==> config.mk <==
export PLATFORM = sky130hd
export DESIGN_NAME = fifo_uart_tx
export DESIGN_NICKNAME = d
export VERILOG_FILES = /design/src/rtl/fifo_uart_tx.sv
export SDC_FILE = /design/constraint.sdc
export NUM_CORES = 1
export LEC_CHECK = 0
export ABC_CLOCK_PERIOD_IN_PS = 1700
export BUFFER_PORTS_ARGS = -buffer_cell sky130_fd_sc_hd__buf_2
export CORE_UTILIZATION = 45
export DETAILED_ROUTE_END_ITERATION = 7
export PLACE_DENSITY = 0.77
export SLEW_MARGIN = 30
export SYNTH_ARGS = -nofsm -noshare
export SYNTH_HDL_FRONTEND = slang
export SYNTH_SLANG_ARGS = --single-unit
==> constraint.sdc <==
create_clock -name clk -period 1.7 [get_ports clk]
set_clock_uncertainty 0.05 [all_clocks]
set_input_delay 0.51 -clock clk [delete_from_list [all_inputs] [get_ports clk]]
set_output_delay 0.51 -clock clk [all_outputs]
set_load 0.05 [all_outputs]
==> src/rtl/fifo_uart_tx.sv <==
// Serial transmitter that drains an async FIFO's read port one word per frame:
// start bit, LSB-first data, optional even parity, then one or two stop bits.
module fifo_uart_tx #(
    parameter int DATA_WIDTH   = 4,
    parameter int CLKS_PER_BIT = 8,
    parameter int PARITY_EN    = 1,
    parameter int STOP_BITS    = 1
) (
    input  logic                  clk,
    input  logic                  rst,
    input  logic                  tx_en,
    input  logic                  fifo_empty,
    input  logic [DATA_WIDTH-1:0] fifo_rdata,
    output logic                  fifo_rinc,
    output logic                  tx,
    output logic                  busy,
    output logic                  frame_done
);

    localparam int BAUD_W = $clog2(CLKS_PER_BIT);
    localparam int BIT_W  = $clog2(DATA_WIDTH + 1);

    localparam logic [BAUD_W-1:0] BAUD_LAST = BAUD_W'(CLKS_PER_BIT - 1);
    localparam logic [BIT_W-1:0]  DATA_LAST = BIT_W'(DATA_WIDTH - 1);
    localparam logic [BIT_W-1:0]  STOP_LAST = BIT_W'(STOP_BITS - 1);

    typedef enum logic [2:0] {
        IDLE,
        FETCH,
        LOAD,
        START,
        DATA,
        PARITY,
        STOP
    } state_t;

    state_t                  state_q, state_d;
    logic [BAUD_W-1:0]       baud_q, baud_d;
    logic [BIT_W-1:0]        bit_q, bit_d;
    logic [DATA_WIDTH-1:0]   shift_q, shift_d;
    logic                    parity_q, parity_d;
    logic                    done_q, done_d;
    logic                    period_end;

    assign period_end = (baud_q == BAUD_LAST);

    always_comb begin
        state_d  = state_q;
        baud_d   = baud_q;
        bit_d    = bit_q;
        shift_d  = shift_q;
        parity_d = parity_q;
        done_d   = 1'b0;

        case (state_q)
            IDLE: begin
                if (tx_en && !fifo_empty) begin
                    state_d = FETCH;
                end
            end
            FETCH: state_d = LOAD;
            LOAD: begin
                // rdata is valid now, one cycle after the pop strobe
                shift_d  = fifo_rdata;
                parity_d = ^fifo_rdata;
                state_d  = START;
            end
            START: begin
                if (period_end) begin
                    state_d = DATA;
                end
            end
            DATA: begin
                if (period_end) begin
                    shift_d = shift_q >> 1;
                    if (bit_q == DATA_LAST) begin
                        state_d = (PARITY_EN != 0) ? PARITY : STOP;
                    end else begin
                        bit_d = bit_q + 1'b1;
                    end
                end
            end
            PARITY: begin
                if (period_end) begin
                    state_d = STOP;
                end
            end
            STOP: begin
                if (period_end) begin
                    if (bit_q == STOP_LAST) begin
                        done_d  = 1'b1;
                        state_d = (tx_en && !fifo_empty) ? FETCH : IDLE;
                    end else begin
                        bit_d = bit_q + 1'b1;
                    end
                end
            end
            default: state_d = IDLE;
        endcase

        // Both counters restart on any state change so each phase starts from zero
        if (state_d != state_q) begin
            baud_d = '0;
            bit_d  = '0;
        end else if (state_q inside {START, DATA, PARITY, STOP}) begin
            baud_d = period_end ? '0 : baud_q + 1'b1;
        end
    end

    always_ff @(posedge clk) begin
        if (rst) begin
            state_q  <= IDLE;
            baud_q   <= '0;
            bit_q    <= '0;
            shift_q  <= '0;
            parity_q <= 1'b0;
            done_q   <= 1'b0;
        end else begin
            state_q  <= state_d;
            baud_q   <= baud_d;
            bit_q    <= bit_d;
            shift_q  <= shift_d;
            parity_q <= parity_d;
            done_q   <= done_d;
        end
    end

    always_comb begin
        tx = 1'b1;
        case (state_q)
            START:   tx = 1'b0;
            DATA:    tx = shift_q[0];
            PARITY:  tx = parity_q;
            default: tx = 1'b1;
        endcase
    end

    assign fifo_rinc  = (state_q == FETCH);
    assign busy       = (state_q != IDLE);
    assign frame_done = done_q;

endmodule
==> results of run 1 <==
tightest hold or removal path, stage by stage:
cell and delay (ns):
sky130_fd_sc_hd__buf_2 0.10, sky130_fd_sc_hd__a22oi_1 0.08, sky130_fd_sc_hd__nor2_1 0.08
cell usage in the layout (no fill, tap or decap), types with 3 or more instances in the layout:
cell and n:
sky130_fd_sc_hd__dfxtp_2 5, sky130_fd_sc_hd__buf_4 21, sky130_fd_sc_hd__dfxtp_1 8, sky130_fd_sc_hd__ha_4 3, sky130_fd_sc_hd__mux2i_1 5, sky130_fd_sc_hd__mux2_2 3, sky130_fd_sc_hd__inv_1 6, sky130_fd_sc_hd__nor2_1 10
sky130_fd_sc_hd__xnor2_1 3, sky130_fd_sc_hd__a211oi_2 3, sky130_fd_sc_hd__nand3_1 3, sky130_fd_sc_hd__clkbuf_4 3, sky130_fd_sc_hd__buf_2 8, sky130_fd_sc_hd__o21ai_0 3
through the flow:
| step | total power [mW] | utilization | std cells | setup WS (ns) | area, um2 |
|---|---|---|---|---|---|
| 2_1_floorplan | 0.492 | - | 103 | 0.0261 | 963 |
| 3_3_place_gp | 0.533 | 0.621 | 148 | -0.0214 | 1130 |
| 3_5_place_dp | 0.539 | 0.621 | 148 | -0.0907 | 1130 |
| 4_1_cts | 0.773 | 0.718 | 159 | -0.0998 | 1310 |
| 5_1_grt | 0.828 | 0.744 | 159 | -0.149 | 1360 |
| 6_report | 0.793 | 0.744 | 159 | -0.116 | 1360 |
final timing paths:
kind	start	to	depth (start not counted)
worst max-delay path	state_q[0]	tx	3
worst min-delay path	fifo_rdata[3]	shift_q[3]	3
worst max register to register	baud_q[0]	bit_q[2]	6
worst min register to register	shift_q[3]	shift_q[3]	2
sequential cells by signal, summed over array words and instances, names as in the netlist:
register	cells
parity_q	1
frame_done	1
shift_q	4
bit_q	3
state_q	3
baud_q	3
cells by family (layout without fill, tap and decap cells):
group	after synthesis	count (layout)	share of synthesized area
AOI/OAI and AO/OA	25	25	0.192
DFF	15	15	0.326
xor gates and xnor gates	4	4	0.0381
buffers and inverters	11	42	0.0516
and+or+nand+nor	33	33	0.209
muxes	9	9	0.102
adders and majority gates	6	6	0.0815
power breakdown:
| group | total, mW | switching, mW | internal [mW] |
|---|---|---|---|
| Sequential | 0.379 | 0.0162 | 0.363 |
| Clock | 0.225 | 0.137 | 0.0880 |
| Combinational | 0.189 | 0.105 | 0.0834 |
| Total | 0.793 | 0.259 | 0.534 |
cell type report:
type	instances	area share
inverters	6	0.0166
flip-flops and latches	15	0.232
well taps	25	0.0231
multi-input cells	77	0.531
clock buffers	3	0.0166
repair buffers	32	0.177
clock inverters	1	0.00369
routing by layer:
layer / global-route usage / vias to the layer above / wire [um] / share of wire
met5: 0 / - / 0 / 0
met4: 0.160 / 0 / 91 / 0.035
met3: 0.0731 / 13 / 98 / 0.038
met2: 0.433 / 30 / 1330 / 0.51
met1: 0.294 / 435 / 1090 / 0.42
li1: - / 444 / - / -
what timing repair did:
item / CTS / global route
gates resized for setup: 23 / 11
endpoints found under the setup margin: 9 / 10
setup buffers: 7 / 0
pin swaps: 7 / 4
==> qor.txt, run 1 <==
ROUTING
-------------------------------------------------------------------------------
Final WL                                                                2610 um
Number of antenna-violating nets in the routed design                         0
Initial DRC Count                                                            38
First-pass detailed-route iteration total                                     4
Per-cell via count in the routed design                                    5.80
Final routed DRC violation total                                              0
Wire length per cell after detailed routing                             16.4 um
Routed vias                                                                 922

TIMING
-------------------------------------------------------------------------------
Number of hold-slack violations in the final timing report                    0
Worst-margin pin slew                                                  0.472 ns
Fmax                                                                  0.551 GHz
Slew Limit Headroom                                                       0.684
Unrepaired setup endpoints after global routing                             yes
Setup TNS                                                             -0.467 ns
Final setup vio count                                                         7
Final slew viol count                                                         0
Hold Slack                                                             0.432 ns
Final min period                                                        1.82 ns
Least setup slack across all paths after layout                       -0.116 ns
Final worst-path cycle share                                               1.07

CRITICAL PATH
-------------------------------------------------------------------------------
Largest fanout on the critical path                                           8
Cell family with most CP delay                                       flip-flops
Flop-to-flop setup slack                                               -0.09 ns
CP Capture Type                                                    primary output
Worst Path Arrival                                                      1.26 ns
Startpoint Class                                                           flop
Bufs and invs on worst path                                                   1
Data required, critical path                                            1.14 ns
Slowest cell on the critical path                                  sky130_fd_sc_hd__dfxtp_4
Slowest cell delay on critical path                                     0.42 ns
Worst-path cell chain                                              mux2i_4, a31oi_4, buf_6
Category of the critical setup timing path                         flop to primary output

FINISH
-------------------------------------------------------------------------------
Antenna diodes                                                                0
Share of layout cells above drive strength 1                              0.500
Post-layout net count                                                       149
Area growth, synth to finish                                              47.1%
Register area                                                           314 um2
Area of combinational cells with multiple inputs                        719 um2
Fill count                                                                  122

CLOCKING
-------------------------------------------------------------------------------
TritonCTS clock tree                                                       done
Hold-fix buffer count after cts                                               0
Later-pin clock latency in the skew report                              0.31 ns
Inserted Clock Buffers                                                        3
CTS H-tree depth                                                              1
Clock-pin slew on the worst setup and hold paths                        0.11 ns
Buffer depth of the longest clock path                                        2
Root Buffer                                                        sky130_fd_sc_hd__clkbuf_4
Num Clock Sinks                                                              15

FLOORPLAN
-------------------------------------------------------------------------------
Cell row count                                                               15
Vertical extent of the die                                              47.2 um
Width of the die                                                        47.2 um
I/O pin total                                                                12
Area of the core region                                                1820 um2
Full die area                                                          2230 um2
Starting Density                                                          0.506

PLACE
-------------------------------------------------------------------------------
Count of input and output buffers                                            11
Final weighted congestion of routability-driven global placement          0.819
HPWL Detailed                                                           1630 um

YOSYS
-------------------------------------------------------------------------------
Flip-flop and latch count after synthesis                                    15
Count of flip-flops with a built-in enable after synthesis                    0
Most instantiated flip-flop cell in the synthesis netlist          sky130_fd_sc_hd__dfxtp_1
Cell type with the highest aggregate area in the netlist           sky130_fd_sc_hd__dfxtp_1
Area share of the largest cell type after synthesis                       0.326
Post-synth top cells                                               sky130_fd_sc_hd__dfxtp_1 (15), sky130_fd_sc_hd__nor2_1 (11), sky130_fd_sc_hd__ha_1 (6), sky130_fd_sc_hd__inv_1 (6), sky130_fd_sc_hd__mux2i_1 (6)
Post-Syn Area                                                           921 um2
Async S/R FF share, synth                                                     0
Synthesized area divided by synthesized cell count                     8.94 um2
Sequential element share of the synthesized area                          0.326
Yosys synthesis warning count                                                 0
Yosys cell types                                                             40
Most common cell in the synthesized netlist                        sky130_fd_sc_hd__dfxtp_1
Gate Count Post-Synth                                                       103
Synthesized Nets                                                            117
Ranking of synthesized cells by area                               sky130_fd_sc_hd__dfxtp_1 (33%), sky130_fd_sc_hd__ha_1 (8.2%), sky130_fd_sc_hd__mux2i_1 (6.5%), sky130_fd_sc_hd__nor2_1 (4.5%), sky130_fd_sc_hd__mux2_2 (3.7%)

RUN STATUS
-------------------------------------------------------------------------------
Status                                                             complete, but fails checks
Violated checks                                                    setup timing

POWER
-------------------------------------------------------------------------------
Maximum vdd drop                                                         439 uV
Power density over the cells                                         585 nW/um2
Leak Pwr                                                               0.567 nW

GRT
-------------------------------------------------------------------------------
Vias in the first global route                                              879
Largest net degree at the start of global routing                            10
Global-route usage over all layers                                        0.261
Initial antenna violation count                                               0
Wire length of the first global-routing pass                            3870 um
Grt ovf                                                                       0

HOLD PATH
-------------------------------------------------------------------------------
Tightest Hold Check Type                                           primary input to flop

FLOW RUN
-------------------------------------------------------------------------------
Maximum Capacitance Violations                                                0

Note: power is estimated with default switching activity, not from simulation.
==> run 2, diff against run 1 <==
--- a/config.mk
+++ b/config.mk
@@ -7,9 +7,13 @@
 export LEC_CHECK = 0
 export ABC_CLOCK_PERIOD_IN_PS = 1700
 export BUFFER_PORTS_ARGS = -buffer_cell sky130_fd_sc_hd__buf_2
-export CORE_UTILIZATION = 45
+export CELL_PAD_IN_SITES_DETAIL_PLACEMENT = 2
+export CELL_PAD_IN_SITES_GLOBAL_PLACEMENT = 2
+export CORE_MARGIN = 3
+export CORE_UTILIZATION = 30
 export DETAILED_ROUTE_END_ITERATION = 7
-export PLACE_DENSITY = 0.77
+export PLACE_DENSITY = 0.82
+export REMOVE_ABC_BUFFERS = 1
 export SLEW_MARGIN = 30
 export SYNTH_ARGS = -nofsm -noshare
 export SYNTH_HDL_FRONTEND = slang
==> run 2 against run 1 <==
  * The run still ends with setup timing left
  * Global-route usage down 5.0 points
  * Flip-flop and latch count is the same
  * Via count rose by 7.6%
  * Final cell count up 9.4%
  * Setup slack lost 0.018 ns
  * Total power is 7.5% higher
  * Routed wire length rose by 71%
  * Highest routed layer unchanged
  * Clock power is 2% lower
==> qor.txt, run 2 (synthesis gave the netlist of run 1 again) <==
RUN STATUS
-------------------------------------------------------------------------------
Status                                                             complete, but fails checks   unchanged
Violated checks                                                    setup timing   unchanged

PLACE
-------------------------------------------------------------------------------
Total cell area at the placement stage                                 1150 um2   was 1130 um2
Final weighted congestion of routability-driven global placement          0.791   was 0.819
Worst setup slack before clock tree synthesis                         -0.208 ns   was -0.0907 ns
HPWL Detailed                                                           2350 um   was 1630 um
Count of input and output buffers                                            11   unchanged

CLOCKING
-------------------------------------------------------------------------------
Clock-pin slew on the worst setup and hold paths                        0.10 ns   was 0.11 ns
Buffer depth of the longest clock path                                        2   unchanged
Hold-fix buffer count after cts                                               0   unchanged
CTS H-tree depth                                                              1   unchanged
Inserted Clock Buffers                                                        3   unchanged
Later-pin clock latency in the skew report                              0.29 ns   was 0.31 ns
TritonCTS clock tree                                                       done   unchanged
Root Buffer                                                        sky130_fd_sc_hd__clkbuf_4   unchanged
Num Clock Sinks                                                              15   unchanged

FINISH
-------------------------------------------------------------------------------
Max reg flops                                                                 4   unchanged
Most common cell after layout, fill and taps aside                 sky130_fd_sc_hd__buf_4   unchanged
Area growth, synth to finish                                              56.9%   was 47.1%
Non-Filler Cell Area, Final                                            1450 um2   was 1360 um2
Commonest cells after routing, fill and taps aside                 sky130_fd_sc_hd__buf_4 (29), sky130_fd_sc_hd__nor2_1 (9), sky130_fd_sc_hd__dfxtp_1 (9)   was sky130_fd_sc_hd__buf_4 (21), sky130_fd_sc_hd__nor2_1 (10), sky130_fd_sc_hd__dfxtp_1 (8), sky130_fd_sc_hd__buf_2 (8), sky130_fd_sc_hd__inv_1 (6)
Antenna diodes                                                                0   unchanged
Most flops, register                                                    shift_q   unchanged
Share of layout cells above drive strength 1                              0.538   was 0.500
Post-layout net count                                                       158   was 149

GRT
-------------------------------------------------------------------------------
Grt ovf                                                                       0   unchanged
Initial antenna violation count                                               0   unchanged
Vias in the first global route                                             1012   was 879
Wire length of the first global-routing pass                            5590 um   was 3870 um
Global-route usage over all layers                                        0.211   was 0.261
Largest net degree at the start of global routing                            10   unchanged

CRITICAL PATH
-------------------------------------------------------------------------------
Endpoint of the worst-slack reg-to-reg timing path                    baud_q[0]   was bit_q[2]
CP Capture Type                                                            flop   was primary output
Category of the critical setup timing path                         flop to flop   was flop to primary output
Data required, critical path                                            1.86 ns   was 1.14 ns
Startpoint Class                                                           flop   unchanged
Flop-to-flop setup slack                                               -0.13 ns   was -0.09 ns
Worst Path Arrival                                                      2.00 ns   was 1.26 ns
Largest fanout on the critical path                                           6   was 8
Worst reg-to-reg path cell count                                              6   unchanged
Worst reg2reg startpoint                                              baud_q[1]   was baud_q[0]

ROUTING
-------------------------------------------------------------------------------
Wire length per cell after detailed routing                             25.6 um   was 16.4 um
Initial DRC Count                                                            49   was 38
Number of antenna-violating nets in the routed design                         0   unchanged
Final WL                                                                4460 um   was 2610 um
Final routed DRC violation total                                              0   unchanged
Per-cell via count in the routed design                                    5.70   was 5.80
First-pass detailed-route iteration total                                     4   unchanged
Routed vias                                                                 992   was 922

FLOORPLAN
-------------------------------------------------------------------------------
Starting Density                                                          0.326   was 0.506
Width of the die                                                        61.4 um   was 47.2 um
Cell row count                                                               19   was 15
Area of the core region                                                2830 um2   was 1820 um2
Full die area                                                          3770 um2   was 2230 um2
Vertical extent of the die                                              61.4 um   was 47.2 um
I/O pin total                                                                12   unchanged

POWER
-------------------------------------------------------------------------------
Power density over the cells                                         590 nW/um2   was 585 nW/um2
Maximum vdd drop                                                         327 uV   was 439 uV
Leak Pwr                                                               0.608 nW   was 0.567 nW

TIMING
-------------------------------------------------------------------------------
Fmax                                                                  0.545 GHz   was 0.551 GHz
Slew Limit Headroom                                                       0.671   was 0.684
Final setup vio count                                                         9   was 7
Unrepaired setup endpoints after global routing                             yes   unchanged
Number of hold-slack violations in the final timing report                    0   unchanged
Final worst-path cycle share                                               1.08   was 1.07
Final min period                                                        1.83 ns   was 1.82 ns
Least setup slack across all paths after layout                       -0.134 ns   was -0.116 ns
Setup TNS                                                             -0.719 ns   was -0.467 ns
Final slew viol count                                                         0   unchanged
Worst-margin pin slew                                                  0.492 ns   was 0.472 ns

HOLD PATH
-------------------------------------------------------------------------------
Hold worst-path end                                                  shift_q[3]   unchanged
Source of the worst hold timing path                               fifo_rdata[3]   unchanged
Hold Crit Depth                                                               3   unchanged
Tightest Hold Check Type                                           primary input to flop   unchanged

FLOW RUN
-------------------------------------------------------------------------------
Maximum Capacitance Violations                                                0   unchanged

==> run 2: worst max path at each step <==
| stage | start | endpoint | cells after the start |
|---|---|---|---|
| 4_1_cts | state_q[0] | busy | 2 |
| 6_report | baud_q[1] | baud_q[0] | 6 |
| 2_1_floorplan | state_q[0] | tx | 2 |
| 3_5_place_dp | baud_q[0] | bit_q[2] | 7 |
| 3_3_place_gp | baud_q[0] | bit_q[2] | 6 |
| 5_1_grt | baud_q[1] | bit_q[2] | 6 |
==> run 2: what timing repair did <==
| item | CTS | global route |
|---|---|---|
| gates resized for setup | 29 | 22 |
| pin swaps | 7 | 3 |
| buffers inserted | 7 | 2 |
| endpoints found under the setup margin | 14 | 16 |
==> run 2: final cells by class <==
type,count,area (um2)
multi-input cells,77,732
inverters,6,22.5
repair buffers,41,310
well taps,31,38.8
flip-flops and latches,15,315
fillers,288,1380
clock buffers,4,26.3
==> run 2: through the flow <==
stage	total power [mW]	instances	utilization	hold slack (ns)
after global routing	0.894	174	0.511	0.501
after global placement	0.540	161	0.406	0.427
final	0.852	174	0.511	0.489
after detailed placement	0.554	161	0.406	0.462
after floorplan	0.482	98	-	0.407
after CTS	0.803	172	0.471	0.483
==> run 2: where the power goes <==
group | leakage [nW] | switching, mW | internal (mW)
Sequential | 0.125 | 0.0207 | 0.363
Combinational | 0.468 | 0.132 | 0.116
Clock | 0.0150 | 0.129 | 0.0913
Total | 0.608 | 0.282 | 0.570
==> run 2: layer usage <==
metal,vias to the layer above,global-route usage,share of wire
li1,458,-,-
met4,0,0.0545,0.018
met2,15,0.370,0.50
met3,8,0.0314,0.020
met5,-,0,0
met1,511,0.269,0.46
==> run 2: worst max-delay path: stages, from the launching register on <==
cell	delay (ns)
sky130_fd_sc_hd__dfxtp_2	0.35
sky130_fd_sc_hd__ha_4	0.18
sky130_fd_sc_hd__ha_4	0.17
sky130_fd_sc_hd__and3b_1	0.20
sky130_fd_sc_hd__o211a_1	0.23
sky130_fd_sc_hd__a211o_4	0.36
sky130_fd_sc_hd__a211oi_2	0.21
==> run 3, diff against run 2 <==
==> constraint.sdc (replaced) <==
create_clock -name clk -period 1.7 [get_ports clk]
set_clock_uncertainty 0.05 [all_clocks]
set_input_delay 0.085 -clock clk [delete_from_list [all_inputs] [get_ports clk]]
set_output_delay 0.085 -clock clk [all_outputs]
set_load 0.05 [all_outputs]
==> run 3 against run 2 <==
  * The run still ends with setup timing left
  * Utilization shrank 6.1 points
  * Routed wire length fell by 26%
  * Sequential power is 2% lower
  * Total power is 6.9% lower
  * Setup slack improved by 0.0018 ns
  * Clock-buffer cell count fell by 1
  * Final cell count decreased by 4.0%
  * Sequential share of layout area grew 2.1 points
  * First-iteration DRC count shrank 43%
  * Largest power group unchanged
  * Highest routed layer unchanged
==> qor.txt, run 3 (synthesis gave the netlist of run 1 again) <==
RUN STATUS
-------------------------------------------------------------------------------
Status                                                             complete, but fails checks   unchanged
Violated checks                                                    setup timing   unchanged

CRITICAL PATH
-------------------------------------------------------------------------------
Category of the critical setup timing path                         flop to flop   unchanged
Worst Path Arrival                                                      2.00 ns   about the same
Cell type with the highest occurrence count on the critical path   sky130_fd_sc_hd__ha_4   unchanged
Slowest cell on the critical path                                  sky130_fd_sc_hd__a211o_4   unchanged
Cell family with most CP delay                                     compound AO/OA/AOI/OAI gates   unchanged
CP Capture Type                                                            flop   unchanged
Launching element of the worst setup path                             baud_q[0]   was baud_q[1]
Worst reg2reg startpoint                                              baud_q[0]   was baud_q[1]
Largest fanout on the critical path                                           6   unchanged
Bufs and invs on worst path                                                   0   unchanged
Data required, critical path                                            1.86 ns   about the same
Slowest cell delay on critical path                                     0.36 ns   about the same
Worst-path cell chain                                              ha_4, ha_4, and3b_1, o211a_1, a211o_4, a211oi_1   was ha_4, ha_4, and3b_1, o211a_1, a211o_4, a211oi_2
Startpoint Class                                                           flop   unchanged

ROUTING
-------------------------------------------------------------------------------
Number of antenna-violating nets in the routed design                         0   unchanged
Final routed DRC violation total                                              0   unchanged
Routed vias                                                                 922   was 992
Final WL                                                                3290 um   was 4460 um
Wire length per cell after detailed routing                             19.7 um   was 25.6 um
First-pass detailed-route iteration total                                     4   unchanged
Per-cell via count in the routed design                                    5.52   was 5.70
Initial DRC Count                                                            28   was 49

FINISH
-------------------------------------------------------------------------------
Register area                                                           304 um2   was 315 um2
Most flops, register                                                    shift_q   unchanged
Area of combinational cells with multiple inputs                        651 um2   was 732 um2
Most common cell after layout, fill and taps aside                 sky130_fd_sc_hd__buf_4   unchanged
Commonest cells after routing, fill and taps aside                 sky130_fd_sc_hd__buf_4 (23), sky130_fd_sc_hd__dfxtp_1 (12), sky130_fd_sc_hd__nor2_1 (11), sky130_fd_sc_hd__buf_2 (11)   was sky130_fd_sc_hd__buf_4 (29), sky130_fd_sc_hd__nor2_1 (9), sky130_fd_sc_hd__dfxtp_1 (9)
Share of layout cells above drive strength 1                              0.426   was 0.538
Antenna diodes                                                                0   unchanged
Number of non-filler instances in the completed layout                      167   was 174
Area growth, synth to finish                                              38.0%   was 56.9%
Fill count                                                                  311   was 288
Max reg flops                                                                 4   unchanged
Post-layout net count                                                       151   was 158

POWER
-------------------------------------------------------------------------------
Power density over the cells                                         624 nW/um2   was 590 nW/um2
Maximum vdd drop                                                         421 uV   was 327 uV
Leak Pwr                                                               0.567 nW   was 0.608 nW
Post-route total power                                                 0.793 mW   was 0.852 mW

GRT
-------------------------------------------------------------------------------
Grt ovf                                                                       0   unchanged
Largest net degree at the start of global routing                            11   was 10
Wire length of the first global-routing pass                            5110 um   was 5590 um
Vias in the first global route                                             1017   was 1012
Global-route usage over all layers                                        0.195   was 0.211
Initial antenna violation count                                               0   unchanged

PLACE
-------------------------------------------------------------------------------
Worst setup slack before clock tree synthesis                         -0.283 ns   was -0.208 ns
Count of input and output buffers                                            11   unchanged
HPWL Detailed                                                           2390 um   was 2350 um
Dpl cells                                                                   158   was 161
Final weighted congestion of routability-driven global placement          0.763   was 0.791

TIMING
-------------------------------------------------------------------------------
Slew Limit Headroom                                                       0.643   was 0.671
Fmax                                                                  0.546 GHz   was 0.545 GHz
Unrepaired setup endpoints after global routing                             yes   unchanged
Final worst-path cycle share                                               1.08   about the same
Least setup slack across all paths after layout                       -0.132 ns   was -0.134 ns
Worst-margin pin slew                                                  0.534 ns   was 0.492 ns
Setup TNS                                                             -0.652 ns   was -0.719 ns
Final setup vio count                                                         7   was 9
Final slew viol count                                                         0   unchanged
Final min period                                                        1.83 ns   about the same
Number of hold-slack violations in the final timing report                    0   unchanged

CLOCKING
-------------------------------------------------------------------------------
Later-pin clock latency in the skew report                              0.32 ns   was 0.29 ns
Num Clock Sinks                                                              15   unchanged
Clock-pin slew on the worst setup and hold paths                        0.11 ns   was 0.10 ns
TritonCTS clock tree                                                       done   unchanged
CTS H-tree depth                                                              1   unchanged
Buffer depth of the longest clock path                                        2   unchanged
Root Buffer                                                        sky130_fd_sc_hd__clkbuf_4   unchanged
Hold-fix buffer count after cts                                               0   unchanged
Inserted Clock Buffers                                                        3   unchanged

FLOORPLAN
-------------------------------------------------------------------------------
I/O pin total                                                                12   unchanged
Area of the core region                                                2830 um2   unchanged
Cell row count                                                               19   unchanged
Starting Density                                                          0.326   unchanged
Vertical extent of the die                                              61.4 um   unchanged
Full die area                                                          3770 um2   unchanged
Width of the die                                                        61.4 um   unchanged

HOLD PATH
-------------------------------------------------------------------------------
Tightest Hold Check Type                                           primary input to flop   unchanged
Source of the worst hold timing path                               fifo_rdata[3]   unchanged

FLOW RUN
-------------------------------------------------------------------------------
Maximum Capacitance Violations                                                0   unchanged

[run 3: where the power goes]
group          switching, mW  total [mW]  internal, mW
clock                  0.144       0.233        0.0883
sequential            0.0122       0.376         0.364
combinational          0.108       0.185        0.0773
[run 3: worst paths after layout]
check | end | slack, ns | cells after the start
worst max-delay path | bit_q[0] | -0.13 | 6
worst min-delay path | shift_q[3] | 0.01 | 3
worst max register to register | bit_q[0] | -0.13 | 6
worst min register to register | shift_q[2] | 0.45 | 2
[run 3: layout make-up]
cell class,count,share of cell area
inverters,6,0.0177
clock inverters,1,0.00394
repair buffers,34,0.179
flip-flops and latches,15,0.239
well taps,31,0.0305
clock buffers,3,0.0177
multi-input cells,77,0.512
[run 3: routing by layer]
layer	global-route usage	wire, um
met4	0.0879	80
met2	0.355	1760
met3	0.0482	119
met5	0	0
met1	0.212	1330
[run 3: worst reg2reg max path, delay by kind of cell, from the launching register on]
family,cells,cell delay [ns]
flops,1,0.35
simple gates,1,0.19
fa+ha+maj,2,0.33
compound gates,3,0.80
[run 3: stage by stage]
stage	utilization	hold WS [ns]	cell area [um2]
after floorplan	-	0.107	896
after global placement	0.398	0.322	1120
after detailed placement	0.398	0.355	1120
after CTS	0.439	0.0280	1240
after global routing	0.449	0.0336	1270
final	0.449	0.0113	1270
[run 3: timing repair]
item / in CTS / in global routing
endpoints found under the setup margin: 10 / 10
pin swaps: 3 / 3
setup buffers: 4 / 1
resized for setup: 14 / 6
